[src/rtl/vga_text_writer.sv]
// Text-mode character writer for a COLS x ROWS character RAM.
// Accepts one character code per handshake, interprets the small set of
// control codes (LF, CR, BS), keeps the cursor, and drives single-port
// write strobes into the text RAM. Full-screen and single-row clears are
// performed one cell per cycle while the input handshake is held off.
module vga_text_writer #(
    parameter int         COLS  = 80,
    parameter int         ROWS  = 60,
    parameter logic [7:0] BLANK = 8'h20
) (
    input  logic        clk25,
    input  logic        rst,
    input  logic        char_valid,
    input  logic [7:0]  char_data,
    output logic        char_ready,
    input  logic        clear_req,
    output logic        busy,
    output logic        mem_we,
    output logic [12:0] mem_addr,
    output logic [7:0]  mem_data,
    output logic [6:0]  cursor_col,
    output logic [5:0]  cursor_row
);

    localparam logic [1:0] S_IDLE      = 2'd0;
    localparam logic [1:0] S_CLEAR_ALL = 2'd1;
    localparam logic [1:0] S_CLEAR_ROW = 2'd2;

    localparam logic [12:0] CELLS    = 13'(COLS * ROWS);
    localparam logic [12:0] COLS_W   = 13'(COLS);
    localparam logic [6:0]  LAST_COL = 7'(COLS - 1);
    localparam logic [5:0]  LAST_ROW = 6'(ROWS - 1);

    localparam logic [7:0] CODE_LF = 8'h0A;
    localparam logic [7:0] CODE_CR = 8'h0D;
    localparam logic [7:0] CODE_BS = 8'h08;

    logic [1:0]  state;
    logic [12:0] clr_cnt;

    logic accept;
    logic is_print;
    logic is_lf;
    logic is_cr;
    logic is_bs;

    // Linear cell address of (row, col) in the text RAM.
    function automatic logic [12:0] cell_addr(input logic [5:0] row,
                                              input logic [6:0] col);
        return 13'(row) * COLS_W + 13'(col);
    endfunction

    // Row after an advance; the screen wraps from the bottom row to the top.
    function automatic logic [5:0] next_row(input logic [5:0] row);
        return (row == LAST_ROW) ? 6'd0 : row + 6'd1;
    endfunction

    // A clear request waiting in IDLE blocks the character handshake.
    assign char_ready = (state == S_IDLE) && !clear_req;
    assign accept     = char_valid && char_ready;

    // Classify the offered code; anything unclassified is dropped silently.
    always_comb begin
        is_print = (char_data >= 8'h20) && (char_data <= 8'h7E);
        is_lf    = (char_data == CODE_LF);
        is_cr    = (char_data == CODE_CR);
        is_bs    = (char_data == CODE_BS);
    end

    // Control FSM, cursor and registered RAM write port.
    always_ff @(posedge clk25) begin
        if (rst) begin
            state      <= S_CLEAR_ALL;
            clr_cnt    <= 13'd0;
            busy       <= 1'b1;
            mem_we     <= 1'b0;
            mem_addr   <= 13'd0;
            mem_data   <= 8'd0;
            cursor_col <= 7'd0;
            cursor_row <= 6'd0;
        end else begin
            mem_we <= 1'b0;
            case (state)
                S_IDLE: begin
                    if (clear_req) begin
                        state   <= S_CLEAR_ALL;
                        clr_cnt <= 13'd0;
                        busy    <= 1'b1;
                    end else if (accept) begin
                        if (is_print) begin
                            mem_we   <= 1'b1;
                            mem_addr <= cell_addr(cursor_row, cursor_col);
                            mem_data <= char_data;
                            if (cursor_col == LAST_COL) begin
                                cursor_col <= 7'd0;
                                cursor_row <= next_row(cursor_row);
                                state      <= S_CLEAR_ROW;
                                clr_cnt    <= 13'd0;
                                busy       <= 1'b1;
                            end else begin
                                cursor_col <= cursor_col + 7'd1;
                            end
                        end else if (is_lf) begin
                            cursor_col <= 7'd0;
                            cursor_row <= next_row(cursor_row);
                            state      <= S_CLEAR_ROW;
                            clr_cnt    <= 13'd0;
                            busy       <= 1'b1;
                        end else if (is_cr) begin
                            cursor_col <= 7'd0;
                        end else if (is_bs && (cursor_col != 7'd0)) begin
                            cursor_col <= cursor_col - 7'd1;
                            mem_we     <= 1'b1;
                            mem_addr   <= cell_addr(cursor_row, cursor_col - 7'd1);
                            mem_data   <= BLANK;
                        end
                    end
                end

                // One blank per cycle over the whole RAM; the extra cycle at
                // clr_cnt == CELLS lets the last write show while still busy.
                S_CLEAR_ALL: begin
                    if (clr_cnt == CELLS) begin
                        state      <= S_IDLE;
                        busy       <= 1'b0;
                        cursor_col <= 7'd0;
                        cursor_row <= 6'd0;
                    end else begin
                        mem_we   <= 1'b1;
                        mem_addr <= clr_cnt;
                        mem_data <= BLANK;
                        clr_cnt  <= clr_cnt + 13'd1;
                    end
                end

                // Blank the row the cursor has just moved onto.
                S_CLEAR_ROW: begin
                    if (clr_cnt == COLS_W) begin
                        state <= S_IDLE;
                        busy  <= 1'b0;
                    end else begin
                        mem_we   <= 1'b1;
                        mem_addr <= cell_addr(cursor_row, 7'd0) + clr_cnt;
                        mem_data <= BLANK;
                        clr_cnt  <= clr_cnt + 13'd1;
                    end
                end

                default: begin
                    state   <= S_CLEAR_ALL;
                    clr_cnt <= 13'd0;
                    busy    <= 1'b1;
                end
            endcase
        end
    end

endmodule

[config.mk]
export PLATFORM = sky130hd
export DESIGN_NAME = vga_text_writer
export DESIGN_NICKNAME = d
export VERILOG_FILES = /design/src/rtl/vga_text_writer.sv
export SDC_FILE = /design/constraint.sdc
export NUM_CORES = 1
export LEC_CHECK = 0
export BUFFER_PORTS_ARGS = -buffer_cell sky130_fd_sc_hd__buf_2
export CAP_MARGIN = 5
export CORE_ASPECT_RATIO = 1.75
export CORE_MARGIN = 3
export CORE_UTILIZATION = 30
export CTS_BUF_LIST = sky130_fd_sc_hd__clkbuf_4 sky130_fd_sc_hd__clkbuf_8
export DETAILED_ROUTE_END_ITERATION = 10
export MAX_ROUTING_LAYER = met4
export PLACE_DENSITY = 0.56
export SLEW_MARGIN = 10
export SYNTH_ARGS = -nofsm -noshare
export SYNTH_HDL_FRONTEND = slang
export SYNTH_SLANG_ARGS = --single-unit
[constraint.sdc]
create_clock -name clk25 -period 4.5 [get_ports clk25]
set_clock_uncertainty 0.05 [all_clocks]
set_input_delay 0 -clock clk25 [delete_from_list [all_inputs] [get_ports clk25]]
set_output_delay 0 -clock clk25 [all_outputs]
set_load 0.005 [all_outputs]
==> results by group, run 1 <==
Critical path
  – Worst Path Arrival: 3.52 ns
  – FF-to-FF path depth: 15
  – Setup crit start kind: input pin
  – CP Capture Type: flip-flop
  – Critical Path Fanout Max: 4
  – Critical path type: in2reg
  – Slowest stage delay, CP: approximately 0.54 ns
  – Worst EP required: 4.69 ns
  – Crit-path cells: dlygate4sd3_1 -> buf_2 -> and4_1 -> a211oi_1 -> nor2_1 -> xnor2_1 -> o21ai_0 -> ha_1 -> inv_1 -> fa_1 -> nand2b_1 -> a21oi_1 -> o221a_2 -> o2111a_1 -> a211oi_1 -> a311oi_1
  – Slowest CP cell: dlygate4sd3_1
  – Crit Reg-Reg Endpoint: mem_addr[12]$_SDFFE_PP0P_
  – Worst reg2reg startpoint: cursor_col[1]$_SDFFE_PP0P_
  – R2R setup slack: ~1.2 ns
  – Top cell by count, worst path: a211oi_1

Floorplan
  – Number of core rows: 53
  – Initial Utilization: 30.7%
  – Die height: roughly 150 µm
  – IO Count: 49
  – Die X: 89.8 µm
  – Die Footprint: 13,700 µm²
  – Core area: 12,000 µm²

Route
  – Via count: 3,617
  – Avg Vias per Cell: 5.44
  – ANT nets after route: 0
  – Max Used Layer: met4
  – Met2 wire len: 5880 µm
  – # DRC: 0
  – Final wirelength: 10,600 µm
  – Detailed Routing Iterations Pass 1: 4
  – DR WL/cell: 16.0 µm
  – Met3 routed WL: 343 µm
  – DRT iter0 DRCs: 163
  – Met1 wire length: 4080 µm

STA
  – Tcrit/Tclk final: 74.1%
  – Worst rel slew slack: 34.6%
  – Worst Tran Pin Value: 0.977 ns
  – Sum Neg Setup Slack: 0 ns
  – Final setup viols: 0
  – Fmax: 0.300 GHz
  – RSZ-0062 raised after global routing: false
  – Pins over their slew limit: 0
  – Hold Fails Final Rpt: 0
  – Fin crit period: roughly 3.3 ns

Clocking
  – TritonCTS buffer count: 5
  – H-tree depth: 2
  – Clk_lat worst skew: 0.32 ns
  – Total clock sinks: between 50 and 60
  – CTS Buffer Depth: 2
  – CTS Root Buffer Type: clkbuf_8
  – Clock transition at path regs: 0.10 ns
  – Resized Gates After CTS: 0
  – CTS tree: built
  – Postcts setup bufs: 0

Final layout
  – Share of layout cells above drive strength 1: 14.2%
  – Area occupied by multi-input gates: ~2500 µm²
  – Reg area: 1020 µm²
  – Area added between synthesis and finish: 13.9%
  – Fillers: between 1,000 and 1,500
  – Diodes inserted: 0
  – Layout Nets: 540
  – Final core area utilization: 35.0%

Hold path
  – HP Start: char_data[5]
  – Worst hold path type: in2reg
  – Hold Path Sink: mem_data[5]$_SDFFE_PP0P_
  – Hold Crit Depth: 3

Global route
  – Largest net degree at the start of global routing: between 50 and 60
  – GRT overflow: 0
  – Antenna violations before repair: 0
  – Overall Global Routing Usage: 15.9%
  – First-pass GRT wire length: 17,600 µm
  – Vias in the first global route: 3,548

Outcome
  – Status: complete, no violations

Synth
  – Post-synthesis simple-gate area fraction: 25.3%
  – Mapped Nets: 500
  – Synth Area per Inst: 8.03 µm²
  – Synth area leaders: dfxtp_1 (28%), ha_1 (9.2%), nor2_1 (5.2%)
  – Top FF cell, synth: dfxtp_1
  – Synth Area in Adders: 10.3%
  – Gate Count Post-Synth: 459
  – Multiplexer area fraction after synthesis: 1.12%
  – Top cells by count, synth: dfxtp_1 (51), nor2_1 (51), nand2_1 (34)
  – Top cell type by total area after synthesis: dfxtp_1
  – Largest family of logic cells by synthesized area: compound AO/OA/AOI/OAI gates
  – Netlist cell types: 75
  – #FFs+latches synth: between 50 and 60
  – XOR/XNOR Fraction of Synth Area: 4.04%
  – Synth warn: 0
  – Post-synth top area share: 27.7%
  – Ys async rst share: 0%
  – Post-synthesis compound-gate area fraction: 26.1%
  – Post-synth EDFFs: 0
  – Register area share after synthesis: 27.7%
  – Mapped cell area: around 3700 µm²

Place
  – Global placement routability congestion: 0.959
  – Hpwl dp: 8080 µm
  – Port Buffer Count: 48

Pwr
  – Max rail drop VDD: approximately 0.00012 V
  – Power per cell area: 261 nW/µm²
  – P_leak: approximately 1.8 nW

Flow run
  – Max-cap check violation count: 0
==> layout make-up <==
cell class	instances	area share, %
Multi-Input combinational cell	361	58.7
Sequential cell	51	24.3
Timing Repair Buffer	56	7.57
Tap cell	165	4.92
Inverter	24	2.15
Clock buffer	6	1.97
Clock inverter	2	0.387
==> power by group <==
group	leakage, nW	internal, mW	switching (mW)
registers	0.413	0.482	0.0204
logic	1.31	0.105	0.190
clock network	0.0474	0.126	0.173
total	1.77	0.713	0.383
==> per-layer routing <==
| layer | GRT usage (%) | vias up |
|---|---|---|
| met5 | - | - |
| met4 | 7.02 | 0 |
| met1 | 16.7 | 1725 |
| met2 | 29.9 | 94 |
| met3 | 1.63 | 22 |
| li1 | - | 1776 |
==> stage by stage <==
step	hold WS, ns	setup slack (ns)	instances	total power [mW]	area, µm²
floorplan	0.0991	1.49	459	0.709	3680
global placement	0.248	1.30	650	0.801	4030
detailed placement	0.260	1.24	650	0.805	4030
CTS	0.0672	1.18	665	1.11	4200
global route	0.0951	0.868	665	1.16	4200
finish	0.0744	1.17	665	1.10	4200
==> kinds of logic after synthesis <==
kind of cell | Yosys count
and+or+nand+nor | 178
adders and majority gates | 29
muxes | 4
buffers and inverters | 47
AOI/OAI and AO/OA | 133
xor gates and xnor gates | 17
DFF | 51
==> flip-flops by register name, indices dropped and copies added, names as in the netlist <==
register / flops
mem_we: 1
mem_data: 8
mem_addr: 13
busy: 1
state: 2
cursor_row: 6
clr_cnt: 13
cursor_col: 7
==> worst max path at each step <==
stage	startpoint	to	slack, ns	depth (start not counted)
after floorplan	char_data[4]	mem_addr[12]$_SDFFE_PP0P_	1.49	15
after global placement	cursor_col[1]$_SDFFE_PP0P_	mem_addr[12]$_SDFFE_PP0P_	1.30	15
after detailed placement	cursor_col[1]$_SDFFE_PP0P_	mem_addr[12]$_SDFFE_PP0P_	1.24	15
after CTS	char_data[6]	mem_addr[12]$_SDFFE_PP0P_	1.18	16
after global routing	cursor_col[0]$_SDFFE_PP0P_	mem_addr[12]$_SDFFE_PP0P_	0.87	15
final	char_data[4]	mem_addr[12]$_SDFFE_PP0P_	1.17	16
==> cell usage in the layout (no fill, tap or decap), drive strengths merged, types with 4 or more instances in the layout <==
master,count
a221oi,6
nor2b,6
o21a,8
buf,49
xor2,9
xnor2,8
o211ai,7
clkbuf,6
dfxtp,51
o21ai,23
and2,5
nor3,11
nand3,14
a211oi,15
or3,9
dlygate4sd3,7
nand2,34
or4,5
nor2,52
and3,9
ha,27
inv,23
nand4,4
nand2b,7
a21oi,34
nand3b,4
==> worst max-delay path, delay by kind of cell <==
kind / cells / cell delay, ns
AOI/OAI and AO/OA: 7 / 1.54
xor gates and xnor gates: 1 / 0.13
adders and majority gates: 2 / 0.58
buffers and inverters: 3 / 0.73
and+or+nand+nor: 3 / 0.54
==> repair_timing <==
action	CTS	global route
hold endpoints to repair	7	0
hold buffers	7	0
endpoints found under the setup margin	0	0
(Power assumes the default switching activity.)
==> inputs of run 2 (changes only) <==
==> constraint.sdc (replaced) <==
create_clock -name clk25 -period 3.26 [get_ports clk25]
set_clock_uncertainty 0.05 [all_clocks]
set_input_delay 0 -clock clk25 [delete_from_list [all_inputs] [get_ports clk25]]
set_output_delay 0 -clock clk25 [all_outputs]
set_load 0.005 [all_outputs]
==> results by group, run 2 (synthesized netlist as in run 1, its figures left out) <==
Route
  – DRT iter0 DRCs: 230 (was 163)
  – Final wirelength: 10,800 µm (was 10,600 µm)
  – Via count: 3,679 (was 3,617)
  – Avg Vias per Cell: 5.36 (was 5.44)
  – DR WL/cell: 15.8 µm (was 16.0 µm)
  – # DRC: 0 (unchanged)
  – ANT nets after route: 0 (unchanged)
  – Detailed Routing Iterations Pass 1: 5 (was 4)

Critical path
  – R2R setup slack: 0.18 ns (was 1.20 ns)
  – CP bufs+invs: 3 (unchanged)
  – Slowest CP cell: dlygate4sd3_1 (unchanged)
  – Worst reg2reg startpoint: cursor_row[3]$_SDFFE_PP0P_ (was cursor_col[1]$_SDFFE_PP0P_)
  – Critical path type: in2reg (unchanged)
  – Crit Reg-Reg Endpoint: mem_addr[12]$_SDFFE_PP0P_ (unchanged)
  – Cell depth of the worst setup path: 15 (was 16)
  – FF-to-FF path depth: 11 (was 15)
  – Setup crit start kind: input pin (unchanged)
  – Worst Path Arrival: 3.24 ns (was 3.52 ns)
  – Crit-path leading delay family: compound AO/OA/AOI/OAI gates (unchanged)
  – Crit-path cells: dlygate4sd3_1 -> buf_2 -> and3_1 -> a211oi_2 -> buf_4 -> nor2_1 -> xnor2_1 -> o21ai_0 -> ha_1 -> nand2b_1 -> a21oi_2 -> o21a_1 -> or3_1 -> a32oi_1 -> a211oi_1 (was dlygate4sd3_1 -> buf_2 -> and4_1 -> a211oi_1 -> nor2_1 -> xnor2_1 -> o21ai_0 -> ha_1 -> inv_1 -> fa_1 -> nand2b_1 -> a21oi_1 -> o221a_2 -> o2111a_1 -> a211oi_1 -> a311oi_1)
  – Critical Path Fanout Max: 13 (was 4)
  – Worst EP required: 3.37 ns (was 4.69 ns)
  – End of the critical path: mem_addr[10]$_SDFFE_PP0P_ (was mem_addr[12]$_SDFFE_PP0P_)
  – CP Launch Point: char_data[2] (was char_data[4])
  – CP Capture Type: flip-flop (unchanged)
  – Slowest stage delay, CP: 0.55 ns (was 0.54 ns)

Place
  – Pre-CTS setup slack: 0.128 ns (was 1.24 ns)
  – Placed Cells incl. Taps: 672 (was 650)
  – Port Buffer Count: 48 (unchanged)
  – Global placement routability congestion: 0.919 (was 0.959)
  – Hpwl dp: 8380 µm (was 8080 µm)

STA
  – PnR worst setup slack: 0.128 ns (was 1.17 ns)
  – Hold Fails Final Rpt: 0 (unchanged)
  – Fin crit period: 3.13 ns
  – Final setup viols: 0 (unchanged)
  – Tcrit/Tclk final: ~96%
  – Sum Neg Setup Slack: 0 ns (unchanged)
  – Min Hold Slack: 0.0628 ns (was 0.0744 ns)
  – Pins over their slew limit: 0 (unchanged)
  – RSZ-0062 raised after global routing: true (was false)
  – Fmax: between 0.3 and 0.4 GHz
  – Worst Tran Pin Value: 0.995 ns (was 0.977 ns)
  – Worst rel slew slack: 33.7% (was 34.6%)

Final layout
  – Diodes inserted: 0 (unchanged)
  – Share of layout cells above drive strength 1: 18.4% (was 14.2%)
  – Area added between synthesis and finish: 18.4% (was 13.9%)
  – Commonest non-fill, non-tap cell in the layout: dfxtp_1
  – Commonest non-fill, non-tap cells in the layout: dfxtp_1 (51), nor2_1 (50), buf_2 (48) (was nor2_1 (51), dfxtp_1 (51), buf_2 (48))
  – Layout Nets: 562 (was 540)
  – Biggest regs: clr_cnt: 13 flops, mem_addr: 13 flops, mem_data: 8 flops (unchanged)
  – Non-filler cells, final: 686 (was 665)

Floorplan
  – Die X: 89.8 µm (unchanged)
  – Core area: 12,000 µm² (unchanged)
  – Number of core rows: 53 (unchanged)
  – Initial Utilization: 30.7% (unchanged)
  – Die height: 153 µm (unchanged)
  – IO Count: 49 (unchanged)
  – Die Footprint: 13,700 µm² (unchanged)

Global route
  – Vias in the first global route: 3,709 (was 3,548)
  – Overall Global Routing Usage: 16.6% (was 15.9%)
  – Antenna violations before repair: 0 (unchanged)
  – GRT overflow: 0 (unchanged)
  – First-pass GRT wire length: 18,300 µm (was 17,600 µm)
  – Largest net degree at the start of global routing: 52 (unchanged)

Pwr
  – P_leak: 1.88 nW (was 1.77 nW)
  – Clock power share: 25.2% (was 27.3%)
  – P_int: 0.973 mW (was 0.713 mW)
  – Register share of total power: 46.3% (was 45.9%)
  – Max rail drop VDD: 0.000187 V (was 0.000125 V)
  – Power share of the combinational group: 28.5% (was 26.8%)
  – Psw: 0.522 mW (was 0.383 mW)
  – Total power: 1.49 mW (was 1.10 mW)
  – Power per cell area: 342 nW/µm² (was 261 nW/µm²)
  – Sw Ratio: 34.9% (about the same)

Clocking
  – Postcts setup bufs: 0 (unchanged)
  – CTS Buffer Depth: 2 (unchanged)
  – Clock transition at path regs: 0.10 ns (about the same)
  – CTS tree: built (unchanged)
  – TritonCTS buffer count: 5 (unchanged)
  – Clk_lat worst skew: 0.32 ns (about the same)
  – Total clock sinks: 51 (unchanged)
  – H-tree depth: 2 (unchanged)
  – CTS Root Buffer Type: clkbuf_8 (unchanged)

Hold path
  – Worst hold path type: in2reg (unchanged)
  – Hold Crit Depth: 3 (unchanged)

Flow run
  – Max-cap check violation count: 0 (unchanged)

Outcome
  – Status: complete, no violations (unchanged)
[run 2: per-stage QoR]
stage	area (µm²)	utilization, %
final	4360	36.4
after global routing	4360	36.4
after CTS	4350	36.2
after detailed placement	4190	34.9
after global placement	4190	34.9
after floorplan	3680	-
[run 2: worst register-to-register path, stage by stage, from the launching register on]
cell and delay [ns]:
dfxtp_1 0.35, ha_1 0.28, ha_1 0.16, inv_1 0.05
fa_1 0.40, xnor2_1 0.15, ha_1 0.24, or3_1 0.40
o221a_2 0.29, o2111a_1 0.24, a211oi_1 0.19, a311oi_1 0.12
[run 2: worst min-delay path by stage]
stage                       startpoint                  endpoint  slack, ns
after floorplan              clear_req                char_ready        0.1
after global placement    char_data[3]  mem_data[3]$_SDFFE_PP0P_       0.25
after detailed placement  char_data[0]  mem_data[0]$_SDFFE_PP0P_       0.26
after CTS                 char_data[6]  mem_data[5]$_SDFFE_PP0P_       0.05
after global routing      char_data[6]  mem_data[5]$_SDFFE_PP0P_       0.05
final                     char_data[6]  mem_data[5]$_SDFFE_PP0P_       0.06
[run 2: repair_timing]
action	4_1_cts	5_1_grt
hold endpoints to repair	7	0
gates resized for setup	0	6
setup endpoints to repair	0	4
hold buffers	7	0
[run 2: final cells by class]
cell class                 instances  area (µm²)
timing repair buffer              78         483
fill                            1251        7640
clock buffer                       5        68.8
tap                              165         206
clock inverter                     2        13.8
multi-input combinational        361        2480
inverter                          24        90.1
sequential                        51        1020
[run 2: power groups by stage]
| stage | clock network [mW] | logic [mW] | registers, mW |
|---|---|---|---|
| floorplan | 0 | 0.271 | 0.707 |
| global placement | 0 | 0.416 | 0.708 |
| detailed placement | 0 | 0.420 | 0.707 |
| CTS | 0.393 | 0.428 | 0.694 |
| global route | 0.416 | 0.474 | 0.700 |
| finish | 0.377 | 0.425 | 0.693 |
[run 2: routing by layer]
metal | routed length (µm) | vias up | GRT usage [%] | share of wire [%]
li1 | - | 1812 | - | -
met1 | 4220 | 1745 | 16.7 | 39
met2 | 5890 | 96 | 31.1 | 54
met3 | 316 | 26 | 1.93 | 2.9
met4 | 415 | 0 | 8.26 | 3.8
met5 | 0 | - | - | 0
